## src/rtl/fetch_pkg.sv

```systemverilog
`default_nettype none
// ----------------------------------------------------------------------------
// fetch_pkg : shared types and defaults for the instruction-fetch queue
// Rev 1.0
// ----------------------------------------------------------------------------
package fetch_pkg;

  localparam int FETCH_XLEN    = 32;
  localparam int DEFAULT_DEPTH = 4;
  localparam int PTR_W         = $clog2(DEFAULT_DEPTH);

  localparam logic [FETCH_XLEN-1:0] DEFAULT_RESET_PC = '0;

  typedef struct packed {
    logic [FETCH_XLEN-1:0] pc;
    logic [FETCH_XLEN-1:0] instr;
  } fetch_entry_t;

endpackage
`default_nettype wire

```

## src/rtl/fetch_queue_mem.sv

```systemverilog
`default_nettype none
// ----------------------------------------------------------------------------
// fetch_queue_mem : DEPTH-entry register array, one write port, comb. read
// Rev 1.0
// ----------------------------------------------------------------------------
module fetch_queue_mem
  import fetch_pkg::*;
#(
  parameter int DEPTH = DEFAULT_DEPTH,
  parameter int WIDTH = 2 * FETCH_XLEN,
  parameter int AW    = $clog2(DEPTH)
) (
  input  logic             clk,
  input  logic             reset,
  input  logic             we,
  input  logic [AW-1:0]    waddr,
  input  logic [WIDTH-1:0] wdata,
  input  logic [AW-1:0]    raddr,
  output logic [WIDTH-1:0] rdata
);

  logic [WIDTH-1:0] mem_q [DEPTH];
  logic [WIDTH-1:0] mem_d [DEPTH];

  always_comb begin
    for (int i = 0; i < DEPTH; i++) begin
      mem_d[i] = mem_q[i];
    end
    if (we) begin
      mem_d[waddr] = wdata;
    end
  end

  always_ff @(posedge clk or posedge reset) begin
    if (reset) begin
      for (int i = 0; i < DEPTH; i++) begin
        mem_q[i] <= '0;
      end
    end else begin
      for (int i = 0; i < DEPTH; i++) begin
        mem_q[i] <= mem_d[i];
      end
    end
  end

  assign rdata = mem_q[raddr];

endmodule
`default_nettype wire

```

## src/rtl/fetch_queue.sv

```systemverilog
`default_nettype none
// ----------------------------------------------------------------------------
// fetch_queue : PC register plus a {pc, instr} FIFO between IF and ID
// Rev 1.0
// ----------------------------------------------------------------------------
module fetch_queue
  import fetch_pkg::*;
#(
  parameter int               XLEN     = FETCH_XLEN,
  parameter int               DEPTH    = DEFAULT_DEPTH,
  parameter logic [XLEN-1:0]  RESET_PC = XLEN'(DEFAULT_RESET_PC)
) (
  input  logic                         clk,
  input  logic                         reset,
  output logic [XLEN-1:0]              pc,
  input  logic [XLEN-1:0]              instr,
  input  logic                         redirect,
  input  logic [XLEN-1:0]              redirect_pc,
  input  logic                         id_ready,
  output logic                         id_valid,
  output logic [XLEN-1:0]              id_instr,
  output logic [XLEN-1:0]              id_pc,
  output logic [$clog2(DEPTH+1)-1:0]   count,
  output logic                         full,
  output logic                         empty
);

  localparam int AW = $clog2(DEPTH);
  localparam int CW = $clog2(DEPTH + 1);
  localparam logic [CW-1:0]   FULL_CNT = CW'(DEPTH);
  localparam logic [XLEN-1:0] PC_STEP  = XLEN'(4);

  typedef struct packed {
    logic [XLEN-1:0] pc;
    logic [XLEN-1:0] instr;
  } entry_t;

  logic [XLEN-1:0] pc_q,    pc_d;
  logic [AW-1:0]   rd_q,    rd_d;
  logic [AW-1:0]   wr_q,    wr_d;
  logic [CW-1:0]   count_q, count_d;

  logic   push;
  logic   pop;
  entry_t wentry;
  entry_t rentry;

  assign full     = (count_q == FULL_CNT);
  assign empty    = (count_q == '0);
  assign id_valid = ~empty;
  assign pop      = id_valid & id_ready;
  // A full queue still accepts a fetch when the head leaves in the same cycle.
  assign push     = ~redirect & (~full | pop);

  always_comb begin
    pc_d    = pc_q;
    rd_d    = rd_q;
    wr_d    = wr_q;
    count_d = count_q;
    if (redirect) begin
      // Flush wins over any same-cycle pop; target is halfword aligned.
      pc_d    = {redirect_pc[XLEN-1:1], 1'b0};
      rd_d    = '0;
      wr_d    = '0;
      count_d = '0;
    end else begin
      if (push) begin
        wr_d = wr_q + AW'(1);
        pc_d = pc_q + PC_STEP;
      end
      if (pop) begin
        rd_d = rd_q + AW'(1);
      end
      count_d = count_q + CW'(push) - CW'(pop);
    end
  end

  always_ff @(posedge clk or posedge reset) begin
    if (reset) begin
      pc_q    <= RESET_PC;
      rd_q    <= '0;
      wr_q    <= '0;
      count_q <= '0;
    end else begin
      pc_q    <= pc_d;
      rd_q    <= rd_d;
      wr_q    <= wr_d;
      count_q <= count_d;
    end
  end

  assign wentry = '{pc: pc_q, instr: instr};

  fetch_queue_mem #(
    .DEPTH (DEPTH),
    .WIDTH (2 * XLEN),
    .AW    (AW)
  ) u_mem (
    .clk   (clk),
    .reset (reset),
    .we    (push),
    .waddr (wr_q),
    .wdata (wentry),
    .raddr (rd_q),
    .rdata (rentry)
  );

  assign pc       = pc_q;
  assign id_pc    = rentry.pc;
  assign id_instr = rentry.instr;
  assign count    = count_q;

endmodule
`default_nettype wire

```

## config.mk

```make
export PLATFORM = sky130hd
export DESIGN_NAME = fetch_queue
export DESIGN_NICKNAME = d
export VERILOG_FILES = /design/src/rtl/fetch_pkg.sv /design/src/rtl/fetch_queue_mem.sv /design/src/rtl/fetch_queue.sv
export SDC_FILE = /design/constraint.sdc
export NUM_CORES = 1
export LEC_CHECK = 0
export ABC_AREA = 1
export BUFFER_PORTS_ARGS = -buffer_cell sky130_fd_sc_hd__buf_4
export CORE_UTILIZATION = 50
export CTS_CLUSTER_DIAMETER = 150
export DETAILED_ROUTE_END_ITERATION = 8
export PLACE_DENSITY = 0.7
export SLEW_MARGIN = 20
export SYNTH_ARGS = -nofsm -noshare
export SYNTH_HDL_FRONTEND = slang
export SYNTH_HIERARCHICAL = 1
export SYNTH_SLANG_ARGS = --single-unit
```

## constraint.sdc

```tcl
create_clock -name clk -period 7.1 [get_ports clk]
set_input_delay 0.355 -clock clk [delete_from_list [all_inputs] [get_ports clk]]
set_output_delay 0.355 -clock clk [all_outputs]
set_load 0.1 [all_outputs]
```

==> flow_summary_export.csv, run 1 <==
group,metric,value,unit
synthesis,seq_area_frac_synth,46.1,%
floorplan,core,31500,µm²
critical_path,reg2reg_depth,10,
global_route,grt_max_degree,141,
clocking,clk_latency,0.50,ns
layout,utilization,58.5,%
floorplan,die-width,181,µm
timing,setup_viol,0,
synthesis,ys_types,35,
critical_path,path_max_fanout,72,
place,gp_congestion,0.834,
clocking,post_cts_buffers,0,
synthesis,yosys_warnings,6,
clocking,cts_buffers,35,
route,drc,0,
critical_path,setup.worst_path.class,"reg -> out",
floorplan,initial_utilization,50.7,%
synthesis,synthCells,2236,
outcome,outcome,"complete, but fails checks",
clocking,h-tree-depth,2,
critical_path,cp.required,6.74,ns
timing,finalCriticalPeriod,3.77,ns
critical_path,crit_path_end_kind,"output pin",
floorplan,dieHeight,181,µm
floorplan,io-pin-count,170,
critical_path,cp-start-kind,"flip-flop",
global_route,met2_usage,45.4,%
critical_path,arrival,3.42,ns
place,port_buffers,167,
synthesis,async_flop_share,100,%
synthesis,synth-edff-count,0,
critical_path,crit_family,"buffers and inverters",
timing,fin_tns_setup,0,ns
global_route,busiest_layer,"met2",
global_route,met1_usage,37.5,%
global_route,grt_usage,27.1,%
global_route,grt_pass1_wl,71200,µm
global_route,grt_pass1_vias,13463,
route,antenna_left,0,
clocking,root_buffer,"clkbuf_16",
synthesis,synthXorXnorAreaFrac,0.549,%
floorplan,die-area,32600,µm²
critical_path,r2r_slack,3.71,ns
job,drv_cap,0,
critical_path,cp_slowest_cell,"dfrtp_4",
synthesis,synth-seq-cells,294,
critical_path,critPathBufInv,3,
outcome,violations,"negative hold slack",
clocking,cts.path.max_buffers,3,
timing,worst_pin_slew,1.00,ns
layout,fillCellCount,2936,
route,dr_total_vias,14483,
synthesis,avgSynthCellArea,7.13,µm²
clocking,clock-sinks,294,
layout,syn_to_final_growth,15.4,%
timing,rsz0062_at_grt,"false",
place,hpwlAfterDp,24200,µm
clocking,cts_resized,0,
clocking,clkTransAtPathRegs,0.06,ns
critical_path,crit_cells,6,
timing,maxSlewHeadroom,33.0,%
timing,min_period_over_period,53.2,%
global_route,antenna_found_initial,0,
critical_path,cpPeakStageDelay,0.73,ns
timing,finalHoldViolCount,4,
global_route,gr-total-overflow,0,
layout,antenna_cells,0,
route,first_iter_violations,1355,
synthesis,synthesis.area,16000,µm²
route,routed_wl,44000,µm
synthesis,synth_compound_area_share,3.77,%
synthesis,synth_top_family_by_area,"simple AND/OR/NAND/NOR gates",
layout,drive_gt1_share,12.4,%
clocking,postCtsHoldBufs,0,
route,routedWlPerCell,16.0,µm
timing,hold-worst-slack,-0.00639,ns
route,drt_pre_antenna_iters,5,
power_and_ir_drop,power,9.99,mW
critical_path,worstPathCellList,"inv_4, buf_4, nand2_1, nand3_1, nand2_1, buf_4",
synthesis,synth_top_flop_cell,"dfrtp_1",
clocking,cts_tree,"done",
power_and_ir_drop,leakagePower,10.3,nW
floorplan,std_cell_rows,65,
timing,fin_skew,0.00679,ns
timing,fmax,0.265,GHz
synthesis,muxShareOfSynthArea,0,%
route,viasPerCell,5.27,
synthesis,synthAdderAreaFrac,0.282,%
layout,fin_nets,2391,
power_and_ir_drop,irDropWorstVdd,0.000458,V
global_route,grt_util_met3,3.01,%
timing,slew_viol_final,0,
power_and_ir_drop,powerDensity,543,nW/µm²
synthesis,yosys.area_share.simple,36.1,%
worst_hold_path,min_path_type,"in -> async",
synth_stat cells (3+ instances only):
library cell,number,share of area (%)
nand4_1,130,5.1
nand3b_1,3,0.14
xor2_1,5,0.27
nor2_2,5,0.20
buf_2,114,3.6
nand2_2,8,0.31
a21oi_1,6,0.19
nor2_1,42,0.99
buf_4,12,0.56
nand3_1,223,7.0
buf_1,4,0.094
o21ai_1,66,2.1
inv_1,360,8.5
nand3_2,4,0.25
nand2_1,873,21
nor3_2,3,0.19
nand2_4,4,0.28
o21ai_0,16,0.50
inv_2,6,0.14
xnor2_1,5,0.27
a31oi_1,3,0.12
a22oi_1,15,0.71
dfrtp_1,294,46
nor2_4,9,0.64
clkbuf_1,9,0.21
nor3_1,3,0.094
sequential cells by signal (all words and copies together) (netlist names):
register	cells
count	3
pc	31
rd_q	2
u_mem/mem_q	256
wr_q	2
metrics by stage:
| stage | setup slack (ns) | area [µm²] | instances |
|---|---|---|---|
| after floorplan | 3.36 | 16000 | 2240 |
| after global placement | 3.27 | 17200 | 2685 |
| after detailed placement | 3.24 | 17200 | 2685 |
| after CTS | 3.38 | 18400 | 2747 |
| after global routing | 3.21 | 18400 | 2747 |
| final | 3.33 | 18400 | 2747 |
report_power, final:
part,total (mW),internal (mW),switching (mW)
clock network,1.87,1.18,0.696
logic,5.18,1.17,4.01
registers,2.93,2.40,0.531
total,9.99,4.75,5.24
layout make-up:
type / instances / area (µm²) / area share [%]
Tap cell: 402 / 503 / 2.73
Clock buffer: 51 / 1060 / 5.75
Inverter: 366 / 1390 / 7.53
Multi-Input combinational cell: 1439 / 6540 / 35.5
Clock inverter: 11 / 155 / 0.843
Sequential cell: 294 / 7370 / 40.0
Timing Repair Buffer: 184 / 1390 / 7.57
cells by family (layout without fill, tap and decap cells):
kind of cell | Yosys count | after routing
flip-flops | 294 | 294
AO/OA/AOI/OAI | 110 | 110
buffers and inverters | 507 | 612
other | 1 | 5
AND/OR/NAND/NOR | 1311 | 1311
XOR/XNOR | 10 | 10
adder cells (fa/ha/maj) | 3 | 3
worst register-to-register path, stage by stage, from the launching register on:
cell	delay (ns)
dfrtp_1	0.43
inv_1	0.08
nand2_1	0.12
nor2_4	0.06
nand2_4	0.15
nand2_2	0.23
inv_6	0.54
nand3_4	0.75
buf_4	0.62
nand2_1	0.18
o21ai_0	0.09
routing by layer:
metal / part of all wire, % / vias to the layer above
li1: - / 7082
met1: 44 / 6833
met5: 0 / -
met4: 1.7 / 0
met2: 48 / 514
met3: 7.0 / 54
worst paths after layout:
path | startpoint | to
max in group asynchronous | reset | u_mem/mem_q[14]
min in group clk | redirect_pc[17] | pc[17]
min | reset | count[1]
min reg2reg | u_mem/mem_q[154] | u_mem/mem_q[154]
max reg2reg | count[1] | u_mem/mem_q[62]
max | rd_q[0] | id_pc[14]
cells in the final DEF, fill, tap and decap left out, types with 5 or more instances in the layout:
cell type and instances:
nand2_2 8, nor2_4 10, a21oi_1 6, a22oi_1 15, o21ai_0 16, conb_1 5
clkbuf_16 37, o21ai_1 66, nand4_1 130, dfrtp_1 290, inv_1 356, nand2_1 873
clkinv_2 7, nand3_1 222, xor2_1 5, clkbuf_1 6, clkbuf_8 8, buf_4 183
nor2_2 5, xnor2_1 5, inv_2 7, nor2_1 41
(Power assumes the default switching activity.)
==> run 2, diff against run 1 <==
- PLACE_DENSITY: 0.7 -> 0.68
- clock period: 7.1 -> 3.8 ns (I/O delays scaled with it)
==> flow_summary_export.csv, run 2 (same netlist as run 1, synthesis figures left out) <==
group,metric,value,unit
job,drv_cap,0,
timing,finalCriticalPeriod,2.82,ns
route,routed_wl,45700,µm
place,port_buffers,167,
critical_path,r2r_start,"count[1]",
route,routedWlPerCell,16.2,µm
timing,hold-worst-slack,0.0988,ns
route,dr_total_vias,14757,
clocking,postCtsHoldBufs,64,
clocking,cts.path.max_buffers,3,
power_and_ir_drop,powerDensity,975,nW/µm²
layout,fin_nets,2467,
global_route,grt_pass1_wl,74900,µm
worst_hold_path,min_delay_path_depth,2,
clocking,clk_latency,0.51,ns
power_and_ir_drop,irDropWorstVdd,0.000788,V
floorplan,dieHeight,181,µm
timing,min_period_over_period,74.2,%
timing,maxSlewHeadroom,27.6,%
timing,slew_viol_final,0,
outcome,outcome,"finished clean",
critical_path,cpPeakStageDelay,0.58,ns
layout,finalInstanceArea,19100,µm²
timing,worst_pin_slew,1.09,ns
layout,layout_common_cells,"nand2_1, inv_1, dfrtp_1, nand3_1, buf_4",
critical_path,cp_slowest_cell,"dfrtp_4",
timing,rsz0062_at_grt,"false",
place,gp_congestion,0.895,
layout,layoutNonFillerInstCount,2820,
clocking,clock-sinks,294,
floorplan,die-area,32600,µm²
clocking,post_cts_buffers,0,
critical_path,crit_family,"buffers and inverters",
worst_hold_path,min_path_type,"in -> reg",
global_route,grt_max_degree,99,
worst_hold_path,hp-start,"redirect",
layout,syn_to_final_growth,19.8,%
timing,setup_viol,0,
layout,top_register,"u_mem/mem_q",
layout,final_common_cell,"nand2_1",
route,drc,0,
global_route,antenna_found_initial,0,
layout,antenna_cells,0,
global_route,gr-total-overflow,0,
critical_path,crit_path_end_kind,"output pin",
critical_path,cp.required,3.61,ns
floorplan,core,31500,µm²
floorplan,io-pin-count,170,
timing,fin_skew,0.00731,ns
clocking,clkTransAtPathRegs,0.06,ns
clocking,cts_tree,"done",
place,place_inst,2696,
critical_path,crit_top_cell,"nand2_1",
worst_hold_path,min_to,"count[1]",
critical_path,worstPathCellList,"inv_4, buf_12, nand2_1, nand3_1, nand2_1, buf_4",
global_route,grt_pass1_vias,14092,
power_and_ir_drop,power,18.6,mW
timing,fmax,0.355,GHz
place,hpwlAfterDp,25700,µm
place,post_dp_cell_area,17300,µm²
global_route,grt_usage,28.4,%
critical_path,r2r_slack,1.06,ns
clocking,cts_resized,0,
critical_path,cp-start-kind,"flip-flop",
critical_path,arrival,2.63,ns
route,drt_pre_antenna_iters,8,
critical_path,r2r-end,"pc[19]",
critical_path,reg2reg_depth,9,
floorplan,initial_utilization,50.7,%
critical_path,critPathBufInv,3,
route,antenna_left,0,
clocking,cts_buffers,35,
critical_path,setup.worst_path.class,"reg -> out",
power_and_ir_drop,leakagePower,10.6,nW
timing,finalHoldViolCount,0,
floorplan,std_cell_rows,65,
critical_path,path_max_fanout,78,
clocking,root_buffer,"clkbuf_16",
timing,fin_tns_setup,0,ns
route,viasPerCell,5.23,
layout,drive_gt1_share,12.2,%
floorplan,die-width,181,µm
clocking,h-tree-depth,2,
route,first_iter_violations,1109,
layout,largest_reg_flops,256,
run 2: cell count changes in the layout (fill, tap and decap cells not counted), sizes merged:
cell	delta
clkinvlp	+1
buf	+12
dlygate4sd3	+64
bufinv	-1
clkinv	-2
clkbuf	-1
run 2: report_power, final:
group	leakage [nW]	internal, mW	switching (mW)
Combinational	6.37	2.26	7.61
Clock	0.546	2.02	1.31
Sequential	3.67	4.48	0.955
run 2: final cells by class:
type	instances	area, µm²
clock buffers	50	995
clock inverters	9	126
fillers	2845	12400
inverters	366	1390
multi-input cells	1439	6540
flip-flops and latches	294	7370
well taps	402	503
repair buffers	260	2190
run 2: metrics by stage:
step	utilization [%]	setup slack (ns)
3_5_place_dp	55.0	1.14
5_1_grt	60.7	0.795
2_1_floorplan	-	0.0623
3_3_place_gp	55.0	1.18
4_1_cts	60.6	0.987
6_report	60.7	0.980
run 2: worst max-delay path by stage:
stage          depth (start not counted)  slack [ns]          endpoint      from
4_1_cts                                6        0.99         id_pc[14]   rd_q[0]
6_report                               6        0.98         id_pc[14]   rd_q[0]
3_3_place_gp                          10        1.18   u_mem/mem_q[24]  count[1]
3_5_place_dp                           9        1.14  u_mem/mem_q[175]  count[1]
5_1_grt                                9        0.79  u_mem/mem_q[171]  count[1]
2_1_floorplan                         10        0.06          count[2]  count[1]
run 2: per-layer routing:
layer | routed length (µm) | GRT usage [%] | vias up
met2 | 21800 | 47.3 | 550
met5 | 0 | 0 | -
met1 | 20200 | 39.5 | 6914
met3 | 2900 | 2.99 | 59
met4 | 852 | 7.28 | 0
li1 | - | - | 7234
==> run 3, diff against run 2 <==
- PLACE_DENSITY: 0.68 -> 0.7
- clock period: 3.8 -> 2.4 ns (I/O delays scaled with it)
==> flow_summary_export.csv, run 3 (same netlist as run 1, synthesis figures left out) <==
group,metric,value,unit
outcome,outcome,"finished clean",
power_and_ir_drop,pwr-share-comb,54.0,%
critical_path,cp.required,2.28,ns
power_and_ir_drop,internal_power,14.2,mW
global_route,grt_pass1_vias,14704,
global_route,grt_util_met3,3.56,%
timing,worst_pin_slew,0.654,ns
critical_path,cp_slowest_cell,"dfrtp_2",
route,drc,0,
timing,worst_slack,0.135,ns
clocking,cts_tree,"done",
floorplan,std_cell_rows,65,
power_and_ir_drop,irDropWorstVdd,0.00119,V
timing,min_period_over_period,94.4,%
global_route,grt_pass1_wl,77500,µm
clocking,cts.path.max_buffers,3,
timing,finalCriticalPeriod,2.27,ns
timing,setup_viol,0,
layout,syn_to_final_growth,24.6,%
clocking,clkTransAtPathRegs,0.06,ns
floorplan,die-area,32600,µm²
job,drv_cap,0,
critical_path,setup.worst_path.class,"reg -> out",
clocking,cts_buffers,36,
place,gp_congestion,0.880,
timing,fmax,0.441,GHz
global_route,antenna_found_initial,0,
power_and_ir_drop,power,30.2,mW
global_route,met1_usage,40.5,%
critical_path,worstPathCellList,"inv_2, buf_12, nand3_1, nand2_1, buf_4",
timing,finalHoldViolCount,0,
global_route,met2_usage,48.3,%
power_and_ir_drop,p_sw_share,52.8,%
route,antenna_left,0,
critical_path,r2r_slack,0.23,ns
route,routedWlPerCell,16.5,µm
global_route,grt_max_degree,95,
critical_path,path_max_fanout,43,
clocking,h-tree-depth,2,
power_and_ir_drop,pwr-share-seq,28.5,%
floorplan,dieHeight,181,µm
clocking,clk_latency,0.52,ns
route,first_iter_violations,1407,
route,routed_wl,47000,µm
critical_path,cp-start-kind,"flip-flop",
critical_path,cpPeakStageDelay,0.42,ns
route,viasPerCell,5.31,
power_and_ir_drop,leakagePower,10.9,nW
place,post_dp_cell_area,18100,µm²
layout,drive_gt1_share,16.0,%
place,port_buffers,167,
power_and_ir_drop,powerDensity,1520,nW/µm²
timing,rsz0062_at_grt,"false",
layout,antenna_cells,0,
layout,utilization,63.1,%
clocking,root_buffer,"clkbuf_16",
route,drt_pre_antenna_iters,5,
layout,fin_nets,2492,
floorplan,io-pin-count,170,
clocking,clock-sinks,294,
floorplan,core,31500,µm²
layout,largest_reg_flops,256,
global_route,busiest_layer,"met2",
timing,slew_viol_final,0,
floorplan,initial_utilization,50.7,%
floorplan,die-width,181,µm
timing,maxSlewHeadroom,56.3,%
layout,finalInstanceArea,19900,µm²
route,dr_total_vias,15118,
layout,layout_common_cells,"nand2_1, inv_1, dfrtp_1, buf_4, nand3_1",
power_and_ir_drop,p_clk_share,17.5,%
global_route,grt_usage,29.3,%
power_and_ir_drop,switching_power,15.9,mW
place,pre_cts_slack,0.240,ns
timing,fin_skew,0.0158,ns
layout,final_common_cell,"nand2_1",
place,hpwlAfterDp,27400,µm
global_route,gr-total-overflow,0,
critical_path,arrival,2.15,ns
worst_hold_path,min_path_type,"in -> reg",
layout,top_register,"u_mem/mem_q",
critical_path,crit_path_end_kind,"output pin",
==> run 3: changes by cell type in the layout (fill, tap and decap cells not counted), moves of 2 or more <==
| cell | previous run | this run |
|---|---|---|
| nand3_1 | 222 | 163 |
| nand3_2 | 2 | 61 |
| buf_12 | 6 | 23 |
| clkbuf_8 | 2 | 9 |
| buf_4 | 190 | 196 |
| o21ai_0 | 16 | 12 |
| o21ai_1 | 66 | 70 |
| bufinv_16 | 3 | 0 |
| clkinv_2 | 4 | 1 |
| dfrtp_1 | 290 | 287 |
| dfrtp_2 | 1 | 4 |
| inv_8 | 0 | 2 |
==> run 3: layer usage <==
metal / vias up / share of wire, % / wire length, µm
met4: 0 / 2.1 / 986
met2: 605 / 47 / 22300
met3: 82 / 6.7 / 3170
met1: 7133 / 44 / 20600
li1: 7298 / - / -
met5: - / 0 / 0
==> run 3: area by class of cell <==
cell class                 count  area (µm²)
tap                          402         503
clock buffer                  57        1110
timing repair buffer         284        2580
multi-input combinational   1439        6860
clock inverter                 5        45.0
fill                        2748       11600
inverter                     366        1390
sequential                   294        7370
==> run 3: metrics by stage <==
step / hold slack (ns) / cells / setup TNS [ns]
after floorplan: 0.237 / 2240 / -296.19
after global placement: 0.232 / 2720 / 0
after detailed placement: 0.236 / 2720 / 0
after CTS: 0.0256 / 2846 / 0
after global routing: 0.0454 / 2847 / 0
final: 0.0380 / 2847 / 0
==> run 3: path summary, 6_finish.rpt <==
check | end | cells after the start | start
setup reg to reg | count[2] | 11 | count[1]
max in group asynchronous | u_mem/mem_q[212] | 4 | reset
setup / recovery | id_pc[13] | 5 | rd_q[1]
min in group asynchronous | count[1] | 3 | reset
hold reg to reg | u_mem/mem_q[96] | 2 | u_mem/mem_q[96]
hold / removal | pc[7] | 4 | redirect
==> run 3: repair_timing <==
| action | in CTS | in global routing |
|---|---|---|
| endpoints found under the hold margin | 190 | 0 |
| resized for setup | 1 | 1 |
| hold buffers | 64 | 0 |
| buffers inserted | 0 | 1 |
| setup endpoints to repair | 26 | 26 |
==> run 3: worst max-delay path, delay by kind of cell (launching register included) <==
kind                   cells  cell delay, ns
DFF                        1            0.42
buffers and inverters      3            0.89
and+or+nand+nor            2            0.28
==> run 3: power groups by stage <==
stage	registers, mW	logic [mW]	clock network, mW
after floorplan	9.01	12.1	0
after detailed placement	8.63	16.1	0
final	8.59	16.3	5.28
after CTS	8.57	16.2	5.38
after global routing	8.86	17.5	5.60
after global placement	8.54	15.9	0
